<file path="src/rtl/seg7_scan_reader.sv">
// seg7_scan_reader: recovers BCD digits from multiplexed active-low anode/cathode lines.
// Optional stale-digit timeout enabled by defining SEG7_SCAN_READER_STALE_TIMEOUT_EN.
module seg7_scan_reader #(
    parameter int DIGITS  = 4,
    parameter int SETTLE  = 4,
    parameter int MATCH   = 2,
    parameter int TIMEOUT = 65535
) (
    input  logic                  clk,
    input  logic                  rst,
    input  logic [DIGITS-1:0]     an_n,
    input  logic [6:0]            seg_n,
    output logic [4*DIGITS-1:0]   digits,
    output logic [DIGITS-1:0]     digit_valid,
    output logic [DIGITS-1:0]     blank,
    output logic [DIGITS-1:0]     err,
    output logic                  frame_done
);
    localparam int KW = DIGITS > 1 ? $clog2(DIGITS) : 1;
    localparam int SW = SETTLE > 1 ? $clog2(SETTLE) : 1;
    localparam int MW = $clog2(MATCH + 1);

    typedef enum logic [1:0] {S_IDLE, S_SETTLE, S_SAMPLE, S_HOLD} state_t;

    state_t state, state_n;
    logic [KW-1:0] k, k_n, an_k, cmt_k;
    logic [SW-1:0] cnt, cnt_n;
    logic [MW-1:0] mcnt, mcnt_n;
    logic [6:0] ref_seg, ref_n, cmt_pat;
    logic an_ok, commit, cmt, dec_ok, is_blank;
    logic [3:0] nz, dec_val;
    logic [DIGITS-1:0] mask, mask_set;

    always_comb begin
        nz = '0;
        an_k = '0;
        for (int i = 0; i < DIGITS; i++) begin
            if (!an_n[i]) begin
                nz = nz + 4'd1;
                an_k = KW'(i);
            end
        end
        an_ok = nz == 4'd1;
    end

    always_comb begin
        state_n = state;
        k_n = k;
        cnt_n = cnt;
        ref_n = ref_seg;
        mcnt_n = mcnt;
        commit = 1'b0;
        if (state == S_IDLE) begin
            if (an_ok) begin
                k_n = an_k;
                cnt_n = '0;
                state_n = S_SETTLE;
            end
        end else if (!an_ok) begin
            state_n = S_IDLE;
        end else if (an_k != k) begin
            k_n = an_k;
            cnt_n = '0;
            state_n = S_SETTLE;
        end else begin
            case (state)
                S_SETTLE: begin
                    if (cnt == SW'(SETTLE - 1)) begin
                        ref_n = seg_n;
                        mcnt_n = MW'(1);
                        commit = MATCH == 1;
                        state_n = MATCH == 1 ? S_HOLD : S_SAMPLE;
                    end else begin
                        cnt_n = cnt + 1'b1;
                    end
                end
                S_SAMPLE: begin
                    if (seg_n == ref_seg) begin
                        mcnt_n = mcnt + 1'b1;
                        commit = mcnt_n == MW'(MATCH);
                        state_n = commit ? S_HOLD : S_SAMPLE;
                    end else begin
                        ref_n = seg_n;
                        mcnt_n = MW'(1);
                    end
                end
                default: state_n = state;
            endcase
        end
    end

    always_ff @(posedge clk) begin
        if (rst) begin
            state <= S_IDLE;
            k <= '0;
            cnt <= '0;
            mcnt <= '0;
            ref_seg <= '0;
            cmt <= 1'b0;
            cmt_k <= '0;
            cmt_pat <= '0;
        end else begin
            state <= state_n;
            k <= k_n;
            cnt <= cnt_n;
            mcnt <= mcnt_n;
            ref_seg <= ref_n;
            cmt <= commit;
            cmt_k <= k;
            cmt_pat <= seg_n;
        end
    end

    always_comb begin
        dec_ok = 1'b1;
        dec_val = 4'd0;
        is_blank = cmt_pat == 7'b1111111;
        mask_set = mask | (DIGITS'(1) << cmt_k);
        case (cmt_pat)
            7'b1000000: dec_val = 4'd0;
            7'b1111001: dec_val = 4'd1;
            7'b0100100: dec_val = 4'd2;
            7'b0110000: dec_val = 4'd3;
            7'b0011001: dec_val = 4'd4;
            7'b0010010: dec_val = 4'd5;
            7'b0000010: dec_val = 4'd6;
            7'b1111000: dec_val = 4'd7;
            7'b0000000: dec_val = 4'd8;
            7'b0011000: dec_val = 4'd9;
            default:    dec_ok = 1'b0;
        endcase
    end

`ifdef SEG7_SCAN_READER_STALE_TIMEOUT_EN
    localparam int TW = $clog2(TIMEOUT + 1);
    logic [TW-1:0] age [DIGITS];
`endif

    // Stale clearing is evaluated before the commit so a same-edge commit wins.
    always_ff @(posedge clk) begin
        if (rst) begin
            digits <= '0;
            digit_valid <= '0;
            blank <= '0;
            err <= '0;
            mask <= '0;
            frame_done <= 1'b0;
`ifdef SEG7_SCAN_READER_STALE_TIMEOUT_EN
            for (int i = 0; i < DIGITS; i++) age[i] <= '0;
`endif
        end else begin
            frame_done <= 1'b0;
            for (int i = 0; i < DIGITS; i++) begin
`ifdef SEG7_SCAN_READER_STALE_TIMEOUT_EN
                if (cmt && cmt_k == KW'(i)) begin
                    age[i] <= '0;
                end else if (age[i] != TW'(TIMEOUT)) begin
                    age[i] <= age[i] + 1'b1;
                    if (age[i] == TW'(TIMEOUT - 1)) begin
                        digit_valid[i] <= 1'b0;
                        blank[i] <= 1'b0;
                        err[i] <= 1'b0;
                    end
                end
`endif
                if (cmt && cmt_k == KW'(i)) begin
                    if (dec_ok) digits[4*i +: 4] <= dec_val;
                    digit_valid[i] <= dec_ok;
                    blank[i] <= is_blank;
                    err[i] <= !dec_ok && !is_blank;
                end
            end
            if (cmt) begin
                mask <= &mask_set ? '0 : mask_set;
                frame_done <= &mask_set;
            end
        end
    end
endmodule

</file>
<file path="config.mk">
export PLATFORM = sky130hd
export DESIGN_NAME = seg7_scan_reader
export DESIGN_NICKNAME = d
export VERILOG_FILES = /design/src/rtl/seg7_scan_reader.sv
export SDC_FILE = /design/constraint.sdc
export NUM_CORES = 1
export LEC_CHECK = 0
export ABC_AREA = 0
export BUFFER_PORTS_ARGS = -buffer_cell sky130_fd_sc_hd__buf_2
export CORE_MARGIN = 4
export CORE_UTILIZATION = 24
export CTS_CLUSTER_SIZE = 30
export DETAILED_ROUTE_END_ITERATION = 7
export GPL_ROUTABILITY_DRIVEN = 0
export HOLD_SLACK_MARGIN = 0.06
export PLACE_DENSITY_LB_ADDON = 0.2
export SLEW_MARGIN = 20
export SYNTH_ARGS = -nofsm -noshare
export SYNTH_HDL_FRONTEND = slang
export SYNTH_SLANG_ARGS = --single-unit
</file>
<file path="constraint.sdc">
create_clock -name clk -period 7.94 [get_ports clk]
set_input_delay 0.794 -clock clk [delete_from_list [all_inputs] [get_ports clk]]
set_output_delay 0.794 -clock clk [all_outputs]
set_load 0.005 [all_outputs]
</file>
==> results.md, run 1 <==
* Outcome: finished, final reports clean
* Area leader, netlist: dfxtp_1
* Slew margin rel. at 0.282
* Mapped cell area at between 0.002 and 0.003 mm2
* Arr. time, crit path at 3.38 ns
* Multi-input logic area at 0.00142 mm2
* Net Sw Power at ~170 uW
* Fillers at 1191
* Worst-path fanout max at 7
* Distinct cells, synth at 45
* Routed WL per cell at 13.2 um
* Post-route ant nets at 0
* Static Leakage at about 1.4 nW
* Core Region at 0.0109 mm2
* Min cycle time layout at 3.22 ns
* Required @ worst endpoint at 8.11 ns
* Setup Skew at 0.00884 ns
* Net Count, Synth at 325
* Seq/Total Area, Yosys at 0.431
* Cts bufs inserted at 9
* Die Wd at 114 um
* Primary FF master, synth: dfxtp_1
* Power Total at 756 uW
* Number of synthesized register bits at 58
* Initial antenna violation count at 0
* # clock sinks at 58
* Vias at 2186
* Top Ports at 42
* CP Capture Type: flop
* Mean Syn Cell Area at 8.87 um2
* Sequential power share at 0.406
* Start of the worst register-to-register path: cmt$_SDFF_PP0_
* CTS clk-pin slew, worst paths at 0.05 ns
* Non-filler instance count after layout at 483
* Reg2Reg Setup Slack at 5.79 ns
* Yosys warning count at 0
* Die Span Y at 114 um
* Synth top area cells: dfxtp_1, mux2i_1, nor2_1, ha_1, nand2_1
* Hpwl dp at 4550 um
* Hold path endpoint: err[2]$_SDFFE_PP0P_
* Largest net degree at the start of global routing at 59
* Placed Instances at 468
* Setup-failing EPs final at 0
* Post-CTS setup buffers at 0
* Sequential Area at 0.00116 mm2
* Pre-antenna DRT Iters at 4
* Starting density of the core at 0.247
* Number of synthesized flops with an enable pin at 0
* Final setup TNS at 0 ns
* Hold path depth at 2
* Setup CP Type: input port to flop
* Synth-to-layout area growth at 22.5%
* Resize count post-CTS at 0
* Async S/R FF share, synth at 0
* Final Max Tran Viols at 0
* First-pass GRT wire length at approximately 11000 um
* Max Fclk at 0.311 GHz
* Critical path startpoint category: input port
* Worst-Skew Late Latency at between 0.3 and 0.4 ns
* Via density at ~4.5
* CTS H-tree lvls at 3
* Inserted Diodes at 0
* Buffer depth of the longest clock path at 2
* Worst-margin pin slew at 1.07 ns
* PortBufs at 41
* Int Pwr at 590 uW
* Fin. Hold Viols at 0
* Gr ovfl total at 0
* DRC violations left at 0
* Post-Route WL at approximately 6400 um
* Hold Path Origin: err[2]$_SDFFE_PP0P_
* Fin nets at 360
* Clock Power Share at 0.512
* Core Util, Final at 0.302
* R2R cell count at 5
* Row count at 38
* Period utilization at 0.405
* Worst r2r dst: digits[1]$_SDFFE_PP0P_
* Cell Area, Placed at 0.00300 mm2
* Number of global-route vias before repair at 2117
* Min-delay worst type: flop to flop
* Share of the synthesized area in the top cell type at 0.431
* Finished Cell Area at 0.00330 mm2
* RSZ-0062 raised after global routing: no
* VDD IR max at between 0.08 and 0.09 mV
* Power per cell area at 229 mW/mm2
* Combinational share of power at 0.082
* Total die area at 0.0130 mm2
* Clk root buf: clkbuf_16
* Initial DRC count at 127
* GRT Util Overall at 0.102
* Max cap viols at 0
* Synth Instances at ~300
* Layout cell share with drive strength beyond 1 at 0.187
* Hold Buf Count CTS at 0
* CTS tree: done
* Sw Share at 0.219
## per-layer routing
metal	GRT usage	share of wire
met5	0	0
met1	0.138	0.48
met3	0.0387	0.058
met4	0.0293	0.0089
met2	0.151	0.45
## registers in the layout, indices dropped and copies added (netlist names)
name,count
ref_seg,7
cmt_pat,7
mcnt,2
cmt,1
k,2
err,4
digit_valid,4
digits,16
blank,4
cnt,2
cmt_k,2
mask,4
frame_done,1
state,2
## synth_stat cells (2+ instances only)
cell / count
nand4b_1: 2
nand2b_1: 7
o31ai_1: 2
nor2b_1: 13
buf_6: 2
dfxtp_1: 58
a21oi_1: 16
nand3b_1: 11
nand2_1: 25
nand3_1: 6
a22oi_1: 6
nor3_1: 3
inv_1: 9
xor2_1: 8
nand4_1: 2
nor2_1: 40
o21a_1: 5
mux2i_1: 17
a311oi_1: 2
clkbuf_1: 14
ha_1: 8
xnor2_1: 4
o21ai_0: 18
nor4_1: 4
and3_1: 2
## stage by stage
step / setup WS [ns] / hold WS [ns]
after CTS: 4.71 / 0.452
after floorplan: 4.80 / 0.434
after global placement: 4.44 / 0.441
after detailed placement: 4.36 / 0.445
after global routing: 4.56 / 0.469
final: 4.72 / 0.449
## worst max path at each step
stage	startpoint	end	slack [ns]	cells past startpoint
finish	an_n[1]	ref_seg[6]$_SDFFE_PP0P_	4.72	11
global route	an_n[1]	ref_seg[6]$_SDFFE_PP0P_	4.56	11
CTS	an_n[1]	ref_seg[6]$_SDFFE_PP0P_	4.71	11
detailed placement	an_n[1]	ref_seg[6]$_SDFFE_PP0P_	4.36	11
global placement	an_n[1]	ref_seg[2]$_SDFFE_PP0P_	4.44	11
floorplan	an_n[0]	ref_seg[0]$_SDFFE_PP0P_	4.80	11
## power groups by stage
stage / Sequential, mW / Clock (mW) / Combinational (mW)
2_1_floorplan: 0.306 / 0 / 0.0534
3_3_place_gp: 0.312 / 0 / 0.0618
3_5_place_dp: 0.312 / 0 / 0.0625
4_1_cts: 0.306 / 0.401 / 0.0632
5_1_grt: 0.308 / 0.415 / 0.0706
6_report: 0.307 / 0.387 / 0.0623
## layout by cell type, fill, tap and decap left out, types with 7 or more instances in the layout
master,instances
a21oi_1,16
buf_2,41
clkbuf_16,9
dfxtp_1,58
ha_1,8
inv_1,9
mux2i_1,17
nand2_1,25
nand2b_1,7
nand3b_1,11
nor2_1,40
nor2b_1,13
o21ai_0,18
xor2_1,8
## logic make-up (layout without fill, tap and decap cells)
group                      after synthesis  count (layout)  share of synthesized area
xor gates and xnor gates                13              13                     0.0450
and+or+nand+nor                        122             122                      0.232
AOI/OAI and AO/OA                       60              60                      0.149
muxes                                   17              17                     0.0631
DFF                                     58              58                      0.431
adders and majority gates                8               8                     0.0371
buffers and inverters                   26              65                     0.0422
## critical path, stage by stage
cell	delay, ns
buf_2	0.12
inv_1	0.05
ha_1	0.36
xnor2_1	0.17
ha_1	0.32
or3_4	0.33
o211ai_2	0.10
o211ai_4	0.13
or4b_1	0.74
mux2i_1	0.22
nor2_1	0.05
## final cells by class
| class | instances | share of cell area |
|---|---|---|
| Clock inverter | 2 | 0.0106 |
| Clock buffer | 13 | 0.0818 |
| Tap cell | 140 | 0.0531 |
| Inverter | 9 | 0.0102 |
| Multi-Input combinational cell | 220 | 0.430 |
| Sequential cell | 58 | 0.352 |
| Timing Repair Buffer | 41 | 0.0621 |
Note: power is estimated with default switching activity, not from simulation.
==> inputs of run 2 (changes only) <==
==> constraint.sdc (replaced) <==
create_clock -name clk -period 2.64 [get_ports clk]
set_input_delay 0.264 -clock clk [delete_from_list [all_inputs] [get_ports clk]]
set_output_delay 0.264 -clock clk [all_outputs]
set_load 0.005 [all_outputs]
==> run 2 against run 1 <==
Effect of this change: clock-buffer cell count fell by 2; cell count rose by 2.7%; cell area rose by 1.8%; flip-flop and latch count did not move; register-to-register slack got worse by 5.2 ns; critical path depth rose by 1; worst hold slack got worse by 0.24 ns.
==> results.md, run 2 (synthesized netlist as in run 1, its figures left out) <==
* CP max-delay cell: or4b_1 (unchanged)
* Post-route ant nets at 0 (unchanged)
* Final Max Tran Viols at 0 (unchanged)
* Hold path endpoint: cmt_pat[4]$_SDFF_PP0_ (was err[2]$_SDFFE_PP0P_)
* Pre-antenna DRT Iters at 4 (unchanged)
* Power per cell area at 636 mW/mm2 (was 229 mW/mm2)
* Arr. time, crit path at 2.56 ns (was 3.38 ns)
* Number of global-route vias before repair at 2162 (was 2117)
* Setup CP Type: input port to flop (unchanged)
* # clock sinks at 58 (unchanged)
* Initial DRC count at 105 (was 127)
* Hpwl dp at 4630 um (was 4550 um)
* Placed Instances at 482 (was 468)
* Slew margin rel. at 0.583 (was 0.282)
* Start of the worst register-to-register path: cmt_pat[5]$_SDFF_PP0_ (was cmt$_SDFF_PP0_)
* First-pass GRT wire length at 10600 um (about the same)
* CTS tree: done (unchanged)
* Core Region at 0.0109 mm2 (unchanged)
* Worst-margin pin slew at 0.619 ns (was 1.07 ns)
* Fin nets at 374 (was 360)
* CP dominant cell by count: ha_1 (unchanged)
* Place WS at -0.0698 ns (was 4.36 ns)
* CTS H-tree lvls at 3 (unchanged)
* Worst-Skew Late Latency at 0.32 ns (about the same)
* Setup Skew at 0.00666 ns (was 0.00884 ns)
* CTS clk-pin slew, worst paths at 0.05 ns (about the same)
* GRT Util Overall at 0.102 (about the same)
* Commonest non-fill, non-tap cell in the layout: dfxtp_1 (unchanged)
* Die Wd at 114 um (unchanged)
* Hold path depth at 2 (unchanged)
* Outcome: finished, final reports clean (unchanged)
* Setup-failing EPs final at 0 (unchanged)
* Setup WS post-layout at 0.284 ns (was 4.72 ns)
* Max cap viols at 0 (unchanged)
* Post-CTS setup buffers at 0 (unchanged)
* Routed WL per cell at 12.8 um (was 13.2 um)
* Static Leakage at 1.41 nW (was 1.36 nW)
* CP Capture Type: flop (unchanged)
* Gr ovfl total at 0 (unchanged)
* Max reg flops at 16 (unchanged)
* Initial antenna violation count at 0 (unchanged)
* Min-delay worst type: input port to flop (was flop to flop)
* Finished Cell Area at 0.00336 mm2 (was 0.00330 mm2)
* Layout cell share with drive strength beyond 1 at 0.216 (was 0.187)
* Synth-to-layout area growth at 24.7% (was 22.5%)
* Critical Path, Cell by Cell: buf_2, inv_1, ha_1, xnor2_1, ha_1, or3_4, o211ai_2, o211ai_4, or4b_1, buf_4, mux2i_1, nor2_1 (was buf_2, inv_1, ha_1, xnor2_1, ha_1, or3_4, o211ai_2, o211ai_4, or4b_1, mux2i_1, nor2_1)
* Post-Route WL at 6350 um (was 6370 um)
* Inserted Diodes at 0 (unchanged)
* Cell Area, Placed at 0.00310 mm2 (was 0.00300 mm2)
* Power Total at 2.14 mW (was 756 uW)
* Worst path max stage delay at 0.52 ns (was 0.74 ns)
* Non-filler instance count after layout at 496 (was 483)
* Row count at 38 (unchanged)
* Most frequent cells in the layout: dfxtp_1, buf_2, nor2_1 (unchanged)
* Resize count post-CTS at 0 (unchanged)
* Max Fclk at 0.425 GHz
* VDD IR max at 0.273 mV (was 0.0877 mV)
* Hold Path Origin: seg_n[4] (was err[2]$_SDFFE_PP0P_)
* Worst-path fanout max at 7 (unchanged)
* Clk root buf: clkbuf_16 (unchanged)
* Largest net degree at the start of global routing at 22 (was 59)
* Hold WS at 0.205 ns (was 0.449 ns)
* Vias at 2204 (was 2186)
* Final setup TNS at 0 ns (unchanged)
* Cts bufs inserted at 9 (unchanged)
* Total die area at 0.0130 mm2 (unchanged)
* Min cycle time layout at 2.36 ns
* Top Ports at 42 (unchanged)
* Fin. Hold Viols at 0 (unchanged)
* Via density at 4.44 (was 4.53)
* R2R cell count at 6 (was 5)
* RSZ-0062 raised after global routing: no (unchanged)
* Die Span Y at 114 um (unchanged)
* Hold Buf Count CTS at 0 (unchanged)
* Reg2Reg Setup Slack at 0.58 ns (was 5.79 ns)
* Buffer depth of the longest clock path at 2 (unchanged)
* Critical path startpoint category: input port (unchanged)
* PortBufs at 41 (unchanged)
* Period utilization at 0.892
* Largest registers: digits (16), cmt_pat (7), ref_seg (7) (unchanged)
* Starting density of the core at 0.247 (unchanged)
* DRC violations left at 0 (unchanged)
* Worst r2r dst: digits[5]$_SDFFE_PP0P_ (was digits[1]$_SDFFE_PP0P_)
* Core Util, Final at 0.307 (was 0.302)
* Largest reg by FF count: digits (unchanged)
* Required @ worst endpoint at 2.85 ns (was 8.11 ns)
## run 2: cell count changes in the layout (fill, tap and decap cells not counted)
cell	delta
clkinv_2	+1
clkbuf_8	-2
buf_4	+14
bufinv_16	-1
clkinvlp_4	+1
## run 2: critical path, delay by kind of cell
family	cells	cell delay, ns
simple gates	3	0.90
fa+ha+maj	2	0.61
buf+inv	3	0.31
compound gates	2	0.19
mux	1	0.15
xor+xnor	1	0.14
## run 2: routing by layer
metal	routed length [um]	track usage	vias up
li1	-	-	1146
met1	3190	0.135	1012
met2	2770	0.154	40
met3	298	0.0398	6
met4	87	0.0317	0
met5	0	0	-
## run 2: worst max-delay path by stage
stage	startpoint	to	slack, ns
final	an_n[0]	ref_seg[0]$_SDFFE_PP0P_	0.28
after global routing	an_n[0]	ref_seg[5]$_SDFFE_PP0P_	0.14
after CTS	an_n[0]	ref_seg[0]$_SDFFE_PP0P_	0.27
after detailed placement	an_n[0]	ref_seg[0]$_SDFFE_PP0P_	-0.07
after global placement	an_n[0]	ref_seg[6]$_SDFFE_PP0P_	-0.05
after floorplan	an_n[0]	ref_seg[0]$_SDFFE_PP0P_	0.03
## run 2: layout make-up
type | instances | area, um2
Clock inverter | 3 | 17.5
Clock buffer | 11 | 243
Fill cell | 1202 | 7570
Inverter | 9 | 33.8
Tap cell | 140 | 175
Multi-Input combinational cell | 220 | 1420
Timing Repair Buffer | 55 | 310
Sequential cell | 58 | 1160
## run 2: report_power, final
part / switching, mW / leakage [nW] / internal [mW]
registers: 0.0271 / 0.470 / 0.894
logic: 0.107 / 0.808 / 0.0953
clock network: 0.372 / 0.127 / 0.644
total: 0.506 / 1.41 / 1.63
